--- config.mk ---
export PLATFORM = sky130hd
export DESIGN_NAME = fib_seq_gen
export DESIGN_NICKNAME = d
export VERILOG_FILES = /design/src/rtl/fib_pkg.sv /design/src/rtl/sat_counter.sv /design/src/rtl/fib_seq_gen.sv
export SDC_FILE = /design/constraint.sdc
export NUM_CORES = 1
export LEC_CHECK = 0
export ABC_AREA = 0
export CORE_AREA = 2 2 67 69
export CTS_BUF_LIST = sky130_fd_sc_hd__clkbuf_4
export DETAILED_ROUTE_END_ITERATION = 16
export DIE_AREA = 0 0 69 71
export PLACE_DENSITY = 0.91
export SLEW_MARGIN = 20
export SYNTH_ARGS = -nofsm -noshare
export SYNTH_HDL_FRONTEND = slang
export SYNTH_SLANG_ARGS = --single-unit
--- constraint.sdc ---
create_clock -name clk -period 2.9 [get_ports clk]
set_clock_uncertainty 0.2 [all_clocks]
set_input_delay 0.58 -clock clk [delete_from_list [all_inputs] [get_ports clk]]
set_output_delay 0.58 -clock clk [all_outputs]
set_load 0.01 [all_outputs]
--- src/rtl/fib_pkg.sv ---
// Shared types and constants for the Fibonacci-type sequence generator.
package fib_pkg;

  typedef enum logic {
    RUN  = 1'b0,
    HALT = 1'b1
  } state_e;

  // Default seeds; sized to WIDTH at the point of use.
  localparam int unsigned FIB_SEED0 = 0;
  localparam int unsigned FIB_SEED1 = 1;

  localparam logic MODE_RESTART = 1'b0;
  localparam logic MODE_HALT    = 1'b1;

endpackage

--- src/rtl/sat_counter.sv ---
// Saturating up-counter with synchronous clear, used for the term index and overflow count.
module sat_counter #(
  parameter int unsigned W = 8
) (
  input  logic         clk,
  input  logic         reset,
  input  logic         clr,
  input  logic         inc,
  output logic [W-1:0] count
);

  logic [W-1:0] count_d, count_q;

  always_comb begin
    count_d = count_q;
    if (clr) begin
      count_d = '0;
    end else if (inc && (count_q != {W{1'b1}})) begin
      count_d = count_q + W'(1);
    end
  end

  always_ff @(posedge clk) begin
    if (reset) begin
      count_q <= '0;
    end else begin
      count_q <= count_d;
    end
  end

  assign count = count_q;

endmodule

--- src/rtl/fib_seq_gen.sv ---
// Fibonacci-type sequence source with loadable seeds, valid/ready output and overflow handling.
// Define FIB_SEQ_GEN_OVF_CNT_EN to add the saturating ovf_cnt output.
module fib_seq_gen
  import fib_pkg::*;
#(
  parameter int unsigned WIDTH = 8,
  parameter int unsigned IDX_W = 8
) (
  input  logic             clk,
  input  logic             reset,
  input  logic             start,
  input  logic [WIDTH-1:0] seed_a,
  input  logic [WIDTH-1:0] seed_b,
  input  logic             mode,
  input  logic             out_ready,
  output logic             out_valid,
  output logic [WIDTH-1:0] number,
  output logic [IDX_W-1:0] index,
  output logic             ovf,
`ifdef FIB_SEQ_GEN_OVF_CNT_EN
  output logic             done,
  output logic [IDX_W-1:0] ovf_cnt
`else
  output logic             done
`endif
);

  state_e           state_d, state_q;
  logic [WIDTH-1:0] cur_d, cur_q;
  logic [WIDTH-1:0] nxt_d, nxt_q;
  logic [WIDTH-1:0] seed0_d, seed0_q;
  logic [WIDTH-1:0] seed1_d, seed1_q;
  logic             pend_d, pend_q;
  logic [WIDTH:0]   sum;
  logic             accept;
  logic             ovf_take;
  logic             idx_inc;
  logic             idx_clr;

  assign sum    = {1'b0, cur_q} + {1'b0, nxt_q};
  assign accept = (state_q == RUN) && out_ready;

  // start wins over a simultaneous accept, which is then dropped.
  always_comb begin
    state_d  = state_q;
    cur_d    = cur_q;
    nxt_d    = nxt_q;
    seed0_d  = seed0_q;
    seed1_d  = seed1_q;
    pend_d   = pend_q;
    ovf_take = 1'b0;
    idx_inc  = 1'b0;
    idx_clr  = 1'b0;
    if (start) begin
      seed0_d = seed_a;
      seed1_d = seed_b;
      cur_d   = seed_a;
      nxt_d   = seed_b;
      pend_d  = 1'b0;
      state_d = RUN;
      idx_clr = 1'b1;
    end else if (accept) begin
      if (!pend_q) begin
        cur_d   = nxt_q;
        nxt_d   = sum[WIDTH-1:0];
        pend_d  = sum[WIDTH];
        idx_inc = 1'b1;
      end else begin
        ovf_take = 1'b1;
        unique case (mode)
          MODE_RESTART: begin
            cur_d   = seed0_q;
            nxt_d   = seed1_q;
            pend_d  = 1'b0;
            idx_clr = 1'b1;
          end
          MODE_HALT: state_d = HALT;
          default:   state_d = state_q;
        endcase
      end
    end
  end

  always_ff @(posedge clk) begin
    if (reset) begin
      state_q <= RUN;
      seed0_q <= WIDTH'(FIB_SEED0);
      seed1_q <= WIDTH'(FIB_SEED1);
      cur_q   <= WIDTH'(FIB_SEED0);
      nxt_q   <= WIDTH'(FIB_SEED1);
      pend_q  <= 1'b0;
    end else begin
      state_q <= state_d;
      seed0_q <= seed0_d;
      seed1_q <= seed1_d;
      cur_q   <= cur_d;
      nxt_q   <= nxt_d;
      pend_q  <= pend_d;
    end
  end

  sat_counter #(
    .W (IDX_W)
  ) u_idx_cnt (
    .clk   (clk),
    .reset (reset),
    .clr   (idx_clr),
    .inc   (idx_inc),
    .count (index)
  );

`ifdef FIB_SEQ_GEN_OVF_CNT_EN
  sat_counter #(
    .W (IDX_W)
  ) u_ovf_cnt (
    .clk   (clk),
    .reset (reset),
    .clr   (start),
    .inc   (ovf_take),
    .count (ovf_cnt)
  );
`endif

  assign out_valid = (state_q == RUN);
  assign done      = (state_q == HALT);
  assign number    = cur_q;
  assign ovf       = ovf_take && !reset;

endmodule

==> summary.md, run 1 <==
| Metric | Value |
|---|---|
| Status | `complete, no violations` |
| Cell Rows | `24` |
| WP buf/inv | `2` |
| Max-cap viol count | `0` |
| M1 WL | `2.12 mm` |
| Worst hold path type | `reg2reg` |
| RR Endpoint | `nxt_q[6]$_SDFFE_PP0P_` |
| Sequential power share | `0.563` |
| Crit path from | `out_ready` |
| Worst Tran Pin Value | `393 ps` |
| Crit Path Category | `in2out` |
| CTS Root Cell | `clkbuf_4` |
| Worst VDD drop | `291 uV` |
| Number of global-route vias before repair | `1812` |
| RSZ-0062 raised after global routing | `false` |
| Total number of vias | `1907` |
| CTS tree | `done` |
| Synth warnings | `0` |
| GRT Total Usage | `0.202` |
| Post-synthesis compound-gate area fraction | `0.180` |
| CTS resizes | `0` |
| Post-CTS Setup Repair Bufs | `0` |
| Mux cell area share after synthesis | `0.102` |
| Sequential-to-total area share from yosys stat | `0.388` |
| Worst path required time | `2120 ps` |
| Initial Utilization | `0.516` |
| Fin. Hold Viols | `0` |
| Post-detailed-route wirelength per cell | `13.9 um` |
| Cell Int Power | `0.812 mW` |
| Routed Antenna Nets | `0` |
| Uppermost layer routed | `met4` |
| Slowest cell on crit path | `clkdlybuf4s50_1` |
| Post-Syn Area | `2170 um^2` |
| Synth Net Count | `280` |
| NetSw | `0.316 mW` |
| Hold-fix buffers at CTS | `0` |
| Clk buf depth | `2` |
| CTS Buf Count | `5` |
| Reg2reg path depth | `8` |
| Worst path depth | `5` |
| Crit path arrival time | `1990 ps` |
| # setup viols final | `0` |
| Area growth from synthesis to layout | `22.9%` |
| Cell count after synthesis | `249` |
| Die Ht | `71 um` |
| Slew HR | `0.736` |
| Die W | `69 um` |
| Adder-cell area share of the yosys netlist | `0.0612` |
| Worst path max stage delay | `550 ps` |
| Clock share of power | `0.237` |
| Unique masters post-synth | `39` |
| Largest net degree at the start of global routing | `34` |
| Power Density | `424 nW/um^2` |
| Layout cells sized above 1 | `0.0692` |
| # clock sinks | `42` |
| DR WL met2 | `2.39 mm` |
| Initial antenna violation count | `0` |
| First-pass GRT wire length | `8.02 mm` |
| IO Pins | `40` |
| Worst Setup EP | `ovf` |
| Final setup TNS | `0 ps` |
| Critical Path Fanout Max | `3` |
| CP delay by family, top | `buffers and inverters` |
| XOR/XNOR Fraction of Synth Area | `0.0404` |
| Crit path cell chain | `clkdlybuf4s50_1 > nor2b_1 > nand2_1 > nor2_1 > clkdlybuf4s50_1` |
| Switching Share | `0.280` |
| Period minus WS final | `2770 ps` |
| DR WL met3 | `154 um` |
| N_diodes | `0` |
| Worst r2r src | `number[0]$_SDFFE_PP0P_` |
| Post-synthesis sequential element count | `42` |
| Largest family of logic cells by synthesized area | `simple AND/OR/NAND/NOR gates` |
| Gate power share | `0.200` |
| CP Launch Type | `input pin` |
| Vias/cell | `5.59` |
| Worst-Skew Late Latency | `360 ps` |
| R2R setup slack | `500 ps` |
| Tcrit/Tclk final | `0.956` |
| Mapped Avg Cell Area | `8.71 um^2` |
| Core area | `4200 um^2` |
| Crit end category | `output pin` |
| WHS | `277 ps` |
| P_leak | `1.04 nW` |
| Die area | `4900 um^2` |
| Fmax | `361 MHz` |
| # DRC | `0` |
| Clock-pin slew on the worst setup and hold paths | `110 ps` |
| Most used cell, CP | `clkdlybuf4s50_1` |
| PortBufs | `39` |
| Slew Limit Fails | `0` |
| Drt first-iter violations | `69` |
| GPL Wtd Cong | `0.828` |
| Routed wire length | `4.75 mm` |
| Htree depth | `2` |
| DRT Pass-1 Iters | `4` |
| Filler Cell Count | `368` |
| Global route total overflow | `0` |
| Hpwl dp | `3.41 mm` |
| Post-synthesis simple-gate area fraction | `0.186` |
| Fin nets | `319` |
## per-stage QoR
stage	setup slack (ps)	std cells	power, mW	cell area [um^2]	util
finish	128	341	1.13	2660	0.634
CTS	138	341	1.14	2660	0.634
floorplan	583	249	0.790	2170	-
detailed placement	138	333	0.873	2620	0.622
global placement	156	333	0.864	2620	0.622
global route	63.5	341	1.19	2660	0.634
## worst min-delay path by stage
| stage | startpoint | to | slack (ps) | depth (start not counted) |
|---|---|---|---|---|
| 2_1_floorplan | seed1_q[3]$_SDFFE_PP0P_ | seed1_q[3]$_SDFFE_PP0P_ | 240 | 2 |
| 3_3_place_gp | seed1_q[3]$_SDFFE_PP0P_ | seed1_q[3]$_SDFFE_PP0P_ | 250 | 2 |
| 3_5_place_dp | seed1_q[3]$_SDFFE_PP0P_ | seed1_q[3]$_SDFFE_PP0P_ | 260 | 2 |
| 4_1_cts | seed1_q[3]$_SDFFE_PP0P_ | seed1_q[3]$_SDFFE_PP0P_ | 270 | 2 |
| 5_1_grt | seed1_q[3]$_SDFFE_PP0P_ | seed1_q[3]$_SDFFE_PP0P_ | 300 | 2 |
| 6_report | seed1_q[3]$_SDFFE_PP0P_ | seed1_q[3]$_SDFFE_PP0P_ | 280 | 2 |
## routing by layer
metal,GRT usage,vias up
met5,0,-
met4,0.0806,0
met3,0.0556,7
met2,0.361,35
met1,0.228,905
li1,-,960
## worst min-delay path, delay by kind of cell (launching register included)
kind | cells | cell delay (ps)
AND/OR/NAND/NOR | 1 | 60
AO/OA/AOI/OAI | 1 | 50
flip-flops | 1 | 330
## final cells by class
| class | instances | area, um^2 | area share |
|---|---|---|---|
| well taps | 52 | 65.1 | 0.0244 |
| multi-input cells | 184 | 1230 | 0.463 |
| clock buffers | 5 | 37.5 | 0.0141 |
| inverters | 8 | 30.0 | 0.0113 |
| clock inverters | 3 | 11.3 | 0.00423 |
| repair buffers | 47 | 445 | 0.167 |
| flip-flops and latches | 42 | 841 | 0.316 |
## power by group through the flow
stage | logic, mW | clock network (mW) | registers, mW
floorplan | 0.146 | 0 | 0.644
finish | 0.226 | 0.268 | 0.635
detailed placement | 0.225 | 0 | 0.647
global placement | 0.218 | 0 | 0.646
CTS | 0.227 | 0.282 | 0.635
global route | 0.249 | 0.305 | 0.639
## cell usage in the layout (no fill, tap or decap), drive strengths merged, types with 2 or more instances in the layout
master	netlist	final
a211oi	4	4
a21o	2	2
a21oi	16	16
a221oi	10	10
buf	1	9
clkbuf	14	5
clkdlybuf4s50	0	38
clkinv	0	3
dfxtp	42	42
ha	9	9
inv	8	8
mux2i	22	22
nand2	24	24
nand2b	5	5
nand3	3	3
nand4	3	3
nor2	36	36
nor3	9	9
o211ai	5	5
o21ai	6	6
o21bai	2	2
or3	2	2
xor2	9	9
## cell families (layout without fill, tap and decap cells)
logic type      count (synthesis)  after routing
simple gates                   88             88
compound gates                 54             54
flops                          42             42
buf+inv                        23             63
mux                            22             22
fa+ha+maj                      10             10
xor+xnor                       10             10
## synth_stat cells
cell,n,area [um^2]
and4_1,1,8.76
nand4_1,3,18.8
a211oi_1,4,30.0
a41oi_4,1,27.5
buf_6,1,11.3
or4b_4,1,13.8
dfxtp_1,42,841
or3_1,2,12.5
nand3_1,2,10.0
a311o_1,1,10.0
a31o_2,1,8.76
o41ai_1,1,8.76
nand2b_1,5,31.3
o22a_1,1,8.76
mux2i_1,22,220
xor2_1,9,78.8
or3b_2,1,8.76
nor2_1,36,135
nand3_2,1,10.0
a31oi_1,1,6.26
nor2b_1,1,6.26
or2_2,1,6.26
o21bai_1,2,15.0
o21a_1,1,7.51
xnor2_1,1,8.76
a221oi_1,10,87.6
o311ai_0,1,8.76
o211ai_1,5,37.5
clkbuf_1,14,52.6
a21oi_1,16,80.1
nor3_1,9,45.0
o21ai_0,6,30.0
inv_1,8,30.0
nand2_1,24,90.1
ha_1,9,113
a21o_1,2,15.0
and3_1,1,6.26
a2bb2oi_1,1,8.76
fa_1,1,20.0
## sequential cells by signal (all words and copies together), names as in the netlist
| name | count |
|---|---|
| u_idx_cnt.count | 8 |
| number | 8 |
| seed1_q | 8 |
| nxt_q | 8 |
| pend_q | 1 |
| done | 1 |
| seed0_q | 8 |
No activity file was read; power rests on OpenSTA's default activity.
==> inputs of run 2 (changes only) <==
CORE_AREA = 2 2 64 72   (was 2 2 67 69)
DIE_AREA = 0 0 66 74   (was 0 0 69 71)
==> summary.md, run 2 (synthesis gave the netlist of run 1 again) <==
| Metric | Value |
|---|---|
| Post-placement cell area | `2610 um^2 (was 2620 um^2)` |
| Switching Share | `0.280 (about the same)` |
| CTS resizes | `0 (unchanged)` |
| Clock-pin slew on the worst setup and hold paths | `120 ps (was 110 ps)` |
| Slew Limit Fails | `0 (unchanged)` |
| Final setup TNS | `0 ps (unchanged)` |
| Global route total overflow | `0 (unchanged)` |
| Clock share of power | `0.250 (was 0.237)` |
| Period minus WS final | `2770 ps (about the same)` |
| # clock sinks | `42 (unchanged)` |
| Slew HR | `0.740 (was 0.736)` |
| Largest net degree at the start of global routing | `34 (unchanged)` |
| GPL Wtd Cong | `0.786 (was 0.828)` |
| Hold-fix buffers at CTS | `0 (unchanged)` |
| Htree depth | `2 (unchanged)` |
| Post-detailed-route wirelength per cell | `13.5 um (was 13.9 um)` |
| Drt first-iter violations | `59 (was 69)` |
| Max-cap viol count | `0 (unchanged)` |
| P_leak | `1.04 nW (about the same)` |
| CTS Root Cell | `clkbuf_4 (unchanged)` |
| Total number of vias | `1913 (was 1907)` |
| Fin nets | `318 (was 319)` |
| CP Launch Type | `input pin (unchanged)` |
| Vias/cell | `5.59 (about the same)` |
| DRT Pass-1 Iters | `4 (unchanged)` |
| PortBufs | `39 (unchanged)` |
| Layout cells sized above 1 | `0.0729 (was 0.0692)` |
| Initial antenna violation count | `0 (unchanged)` |
| Die W | `66 um (was 69 um)` |
| Sequential power share | `0.553 (was 0.563)` |
| # DRC | `0 (unchanged)` |
| Most common cell after layout, fill and taps aside | `dfxtp_1 (unchanged)` |
| Crit path arrival time | `1990 ps (about the same)` |
| GRT Total Usage | `0.204 (was 0.202)` |
| Gate power share | `0.197 (was 0.200)` |
| Number of global-route vias before repair | `1846 (was 1812)` |
| Hpwl dp | `3.24 mm (was 3.41 mm)` |
| Power Density | `431 nW/um^2 (was 424 nW/um^2)` |
| Worst path required time | `2120 ps (about the same)` |
| Fmax | `361 MHz (about the same)` |
| Tcrit/Tclk final | `0.955 (was 0.956)` |
| Worst Tran Pin Value | `387 ps (was 393 ps)` |
| # setup viols final | `0 (unchanged)` |
| Cell Rows | `25 (was 24)` |
| Area growth from synthesis to layout | `22.9% (unchanged)` |
| First-pass GRT wire length | `7.78 mm (was 8.02 mm)` |
| Die Ht | `74 um (was 71 um)` |
| Routed wire length | `4.61 mm (was 4.75 mm)` |
| Core area | `4190 um^2 (was 4200 um^2)` |
| Critical Path Fanout Max | `3 (unchanged)` |
| Worst-Skew Late Latency | `360 ps (about the same)` |
| Status | `complete, no violations (unchanged)` |
| Die area | `4880 um^2 (was 4900 um^2)` |
| Post-CTS Setup Repair Bufs | `0 (unchanged)` |
| Initial Utilization | `0.517 (was 0.516)` |
| Crit Path Category | `in2out (unchanged)` |
| Clk buf depth | `2 (unchanged)` |
| Worst hold path type | `reg2reg (unchanged)` |
| Worst VDD drop | `303 uV (was 291 uV)` |
| NetSw | `0.322 mW (was 0.316 mW)` |
| Crit end category | `output pin (unchanged)` |
| N_diodes | `0 (unchanged)` |
| CTS tree | `done (unchanged)` |
| Routed Antenna Nets | `0 (unchanged)` |
| Most frequent cells in the layout | `dfxtp_1 (42), clkdlybuf4s50_1 (38), nor2_1 (36) (unchanged)` |
| Final Cell Area | `2660 um^2 (unchanged)` |
| Cell Int Power | `0.826 mW (was 0.812 mW)` |
| Fin. Hold Viols | `0 (unchanged)` |
| CTS Buf Count | `5 (unchanged)` |
| RSZ-0062 raised after global routing | `false (unchanged)` |
| IO Pins | `40 (unchanged)` |
==> run 2: cell types whose count changed in the layout (fill, tap and decap cells not counted), sizes merged <==
cell / previous run / this run
buf: 9 / 8
clkinv: 3 / 2
clkbuf: 5 / 6
==> run 2: final timing paths <==
kind | slack, ps | startpoint | endpoint | cells after the start
min | 270 | seed1_q[3]$_SDFFE_PP0P_ | seed1_q[3]$_SDFFE_PP0P_ | 2
min reg2reg | 270 | seed1_q[3]$_SDFFE_PP0P_ | seed1_q[3]$_SDFFE_PP0P_ | 2
max reg2reg | 530 | number[0]$_SDFFE_PP0P_ | nxt_q[6]$_SDFFE_PP0P_ | 8
max | 130 | out_ready | ovf | 5
==> run 2: power groups by stage <==
stage / combinational (mW) / sequential, mW / clock [mW]
CTS: 0.227 / 0.634 / 0.298
finish: 0.226 / 0.634 / 0.287
global route: 0.253 / 0.638 / 0.317
detailed placement: 0.225 / 0.647 / 0
global placement: 0.219 / 0.646 / 0
floorplan: 0.146 / 0.644 / 0
==> run 2: critical path, cell delays in order <==
cell	delay, ps
clkdlybuf4s50_1	490
nor2b_1	190
nand2_1	70
nor2_1	110
clkdlybuf4s50_1	550
==> run 2: layer usage <==
metal	GRT usage	up-vias	routed length, um
met5	0	-	0
met4	0.0703	0	72
met3	0.0484	6	204
met2	0.370	46	2340
met1	0.236	896	2000
li1	-	965	-
==> run 2: cell type report <==
cell class / instances / area (um^2)
repair buffers: 46 / 438
inverters: 8 / 30.0
well taps: 54 / 67.6
clock buffers: 6 / 45.0
multi-input cells: 184 / 1230
clock inverters: 2 / 8.76
flip-flops and latches: 42 / 841
fillers: 380 / 1530
==> run 2: stage by stage <==
| step | hold slack (ps) | setup WS, ps | instances | total power, mW | util |
|---|---|---|---|---|---|
| detailed placement | 259 | 132 | 334 | 0.872 | 0.623 |
| CTS | 274 | 131 | 342 | 1.16 | 0.636 |
| global placement | 247 | 141 | 334 | 0.865 | 0.623 |
| floorplan | 242 | 583 | 249 | 0.790 | - |
| finish | 274 | 130 | 342 | 1.15 | 0.636 |
| global route | 305 | 63.3 | 342 | 1.21 | 0.636 |
==> inputs of run 3 (changes only) <==
CORE_AREA = 2 2 85 95   (was 2 2 64 72)
DIE_AREA = 0 0 87 97   (was 0 0 66 74)
PLACE_DENSITY = 0.53   (was 0.91)
RECOVER_POWER = 25   (was default)
==> summary.md, run 3 (synthesis gave the netlist of run 1 again) <==
| Metric | Value |
|---|---|
| RSZ-0062 raised after global routing | `false (unchanged)` |
| Cell Rows | `33 (was 25)` |
| CTS resizes | `0 (unchanged)` |
| # clock sinks | `42 (unchanged)` |
| P_leak | `1.05 nW (was 1.04 nW)` |
| CTS Root Cell | `clkbuf_4 (unchanged)` |
| # setup viols final | `0 (unchanged)` |
| Worst r2r src | `number[0]$_SDFFE_PP0P_ (unchanged)` |
| Total number of vias | `1865 (was 1913)` |
| Final setup TNS | `0 ps (unchanged)` |
| Slew Limit Fails | `0 (unchanged)` |
| Worst-Skew Late Latency | `350 ps (was 360 ps)` |
| Final Cell Area | `2720 um^2 (was 2660 um^2)` |
| Largest net degree at the start of global routing | `34 (unchanged)` |
| First-pass GRT wire length | `8.32 mm (was 7.78 mm)` |
| Most frequent cells in the layout | `dfxtp_1 (42), clkdlybuf4s50_1 (38), nor2_1 (36) (unchanged)` |
| Final Util | `0.368 (was 0.636)` |
| Slew HR | `0.00392 (was 0.740)` |
| Post-CTS Setup Repair Bufs | `0 (unchanged)` |
| Number of global-route vias before repair | `1805 (was 1846)` |
| Fin. Hold Viols | `0 (unchanged)` |
| Die W | `87 um (was 66 um)` |
| Most common cell after layout, fill and taps aside | `dfxtp_1 (unchanged)` |
| Routed wire length | `4.98 mm (was 4.61 mm)` |
| Fmax | `364 MHz (was 361 MHz)` |
| Global route total overflow | `0 (unchanged)` |
| Initial antenna violation count | `0 (unchanged)` |
| Crit end category | `output pin (unchanged)` |
| Power Density | `422 nW/um^2 (was 431 nW/um^2)` |
| HP Start | `seed1_q[3]$_SDFFE_PP0P_ (unchanged)` |
| CTS tree | `done (unchanged)` |
| Period minus WS final | `2750 ps (was 2770 ps)` |
| RR Endpoint | `nxt_q[6]$_SDFFE_PP0P_ (unchanged)` |
| GRT Total Usage | `0.121 (was 0.204)` |
| Routed Antenna Nets | `0 (unchanged)` |
| Htree depth | `2 (unchanged)` |
| N_diodes | `0 (unchanged)` |
| WHS | `272 ps (was 274 ps)` |
| Status | `complete, no violations (unchanged)` |
| PortBufs | `39 (unchanged)` |
| Vias/cell | `4.95 (was 5.59)` |
| Clk buf depth | `2 (unchanged)` |
| Area growth from synthesis to layout | `25.4% (was 22.9%)` |
| IO Pins | `40 (unchanged)` |
| Layout cells sized above 1 | `0.0793 (was 0.0729)` |
| Hpwl dp | `3.62 mm (was 3.24 mm)` |
| Fin nets | `320 (was 318)` |
| Die area | `8440 um^2 (was 4880 um^2)` |
| Die Ht | `97 um (was 74 um)` |
| Max-cap viol count | `0 (unchanged)` |
| Post-placement cell area | `2670 um^2 (was 2610 um^2)` |
| Core area | `7390 um^2 (was 4190 um^2)` |
| Critical Path Fanout Max | `3 (unchanged)` |
| GPL Wtd Cong | `0.813 (was 0.786)` |
| CP Launch Type | `input pin (unchanged)` |
| Worst VDD drop | `203 uV (was 303 uV)` |
| # DRC | `0 (unchanged)` |
| Crit Path Category | `in2out (unchanged)` |
| Hold-fix buffers at CTS | `0 (unchanged)` |
| Crit path arrival time | `1970 ps (was 1990 ps)` |
| Worst path required time | `2120 ps (about the same)` |
| Reg2reg path depth | `8 (unchanged)` |
| Drt first-iter violations | `32 (was 59)` |
| DRT Pass-1 Iters | `6 (was 4)` |
| Worst Hold End | `seed1_q[3]$_SDFFE_PP0P_ (unchanged)` |
| Tcrit/Tclk final | `0.948 (was 0.955)` |
| Clock-pin slew on the worst setup and hold paths | `120 ps (about the same)` |
| Min-Delay Path Depth | `2 (unchanged)` |
| Initial Utilization | `0.293 (was 0.517)` |
| Worst Tran Pin Value | `1490 ps (was 387 ps)` |
| CTS Buf Count | `5 (unchanged)` |
| Filler Cell Count | `788 (was 380)` |
| Post-detailed-route wirelength per cell | `13.2 um (was 13.5 um)` |
| Worst hold path type | `reg2reg (unchanged)` |
| R2R setup slack | `480 ps (was 530 ps)` |
==> run 3: changes by cell type in the layout (fill, tap and decap cells not counted) <==
| cell | before | now |
|---|---|---|
| clkbuf_1 | 0 | 1 |
| a21oi_1 | 16 | 15 |
| a21oi_2 | 0 | 1 |
| buf_4 | 7 | 8 |
==> run 3: metal layers <==
| metal | vias up | part of all wire | global-route usage |
|---|---|---|---|
| met3 | 4 | 0.036 | 0.0299 |
| met1 | 860 | 0.49 | 0.151 |
| met4 | 0 | 0.0084 | 0.0288 |
| met5 | - | 0 | 0 |
| li1 | 964 | - | - |
| met2 | 37 | 0.47 | 0.207 |
==> run 3: per-stage QoR <==
step	power [mW]	setup slack, ps	instances
6_report	1.15	151	377
5_1_grt	1.22	36.9	377
4_1_cts	1.18	135	377
3_5_place_dp	0.876	152	369
3_3_place_gp	0.875	186	369
2_1_floorplan	0.790	583	249
==> run 3: area by class of cell <==
class	count	area, um^2	area share
clock buffer	6	45.0	0.0166
clock inverter	2	8.76	0.00322
inverter	8	30.0	0.0110
multi-input combinational	184	1240	0.455
sequential	42	841	0.309
tap	87	109	0.0400
timing repair buffer	48	449	0.165
==> run 3: where the power goes <==
part | internal [mW] | switching, mW | total, mW
registers | 0.609 | 0.0244 | 0.634
logic | 0.117 | 0.109 | 0.226
clock network | 0.101 | 0.188 | 0.289
==> run 3: how the worst max path moves through the flow <==
stage | startpoint | endpoint | depth (start not counted)
final | out_ready | ovf | 5
after global routing | reset | u_idx_cnt.count[4]$_SDFFE_PP0P_ | 4
after CTS | out_ready | ovf | 5
after detailed placement | out_ready | ovf | 5
after global placement | out_ready | ovf | 5
after floorplan | start | u_idx_cnt.count[7]$_SDFFE_PP0P_ | 6
==> run 3: worst max-delay path: stages <==
cell,delay [ps]
clkdlybuf4s50_1,510
nor2b_1,190
nand2_1,70
nor2_1,80
clkdlybuf4s50_1,530
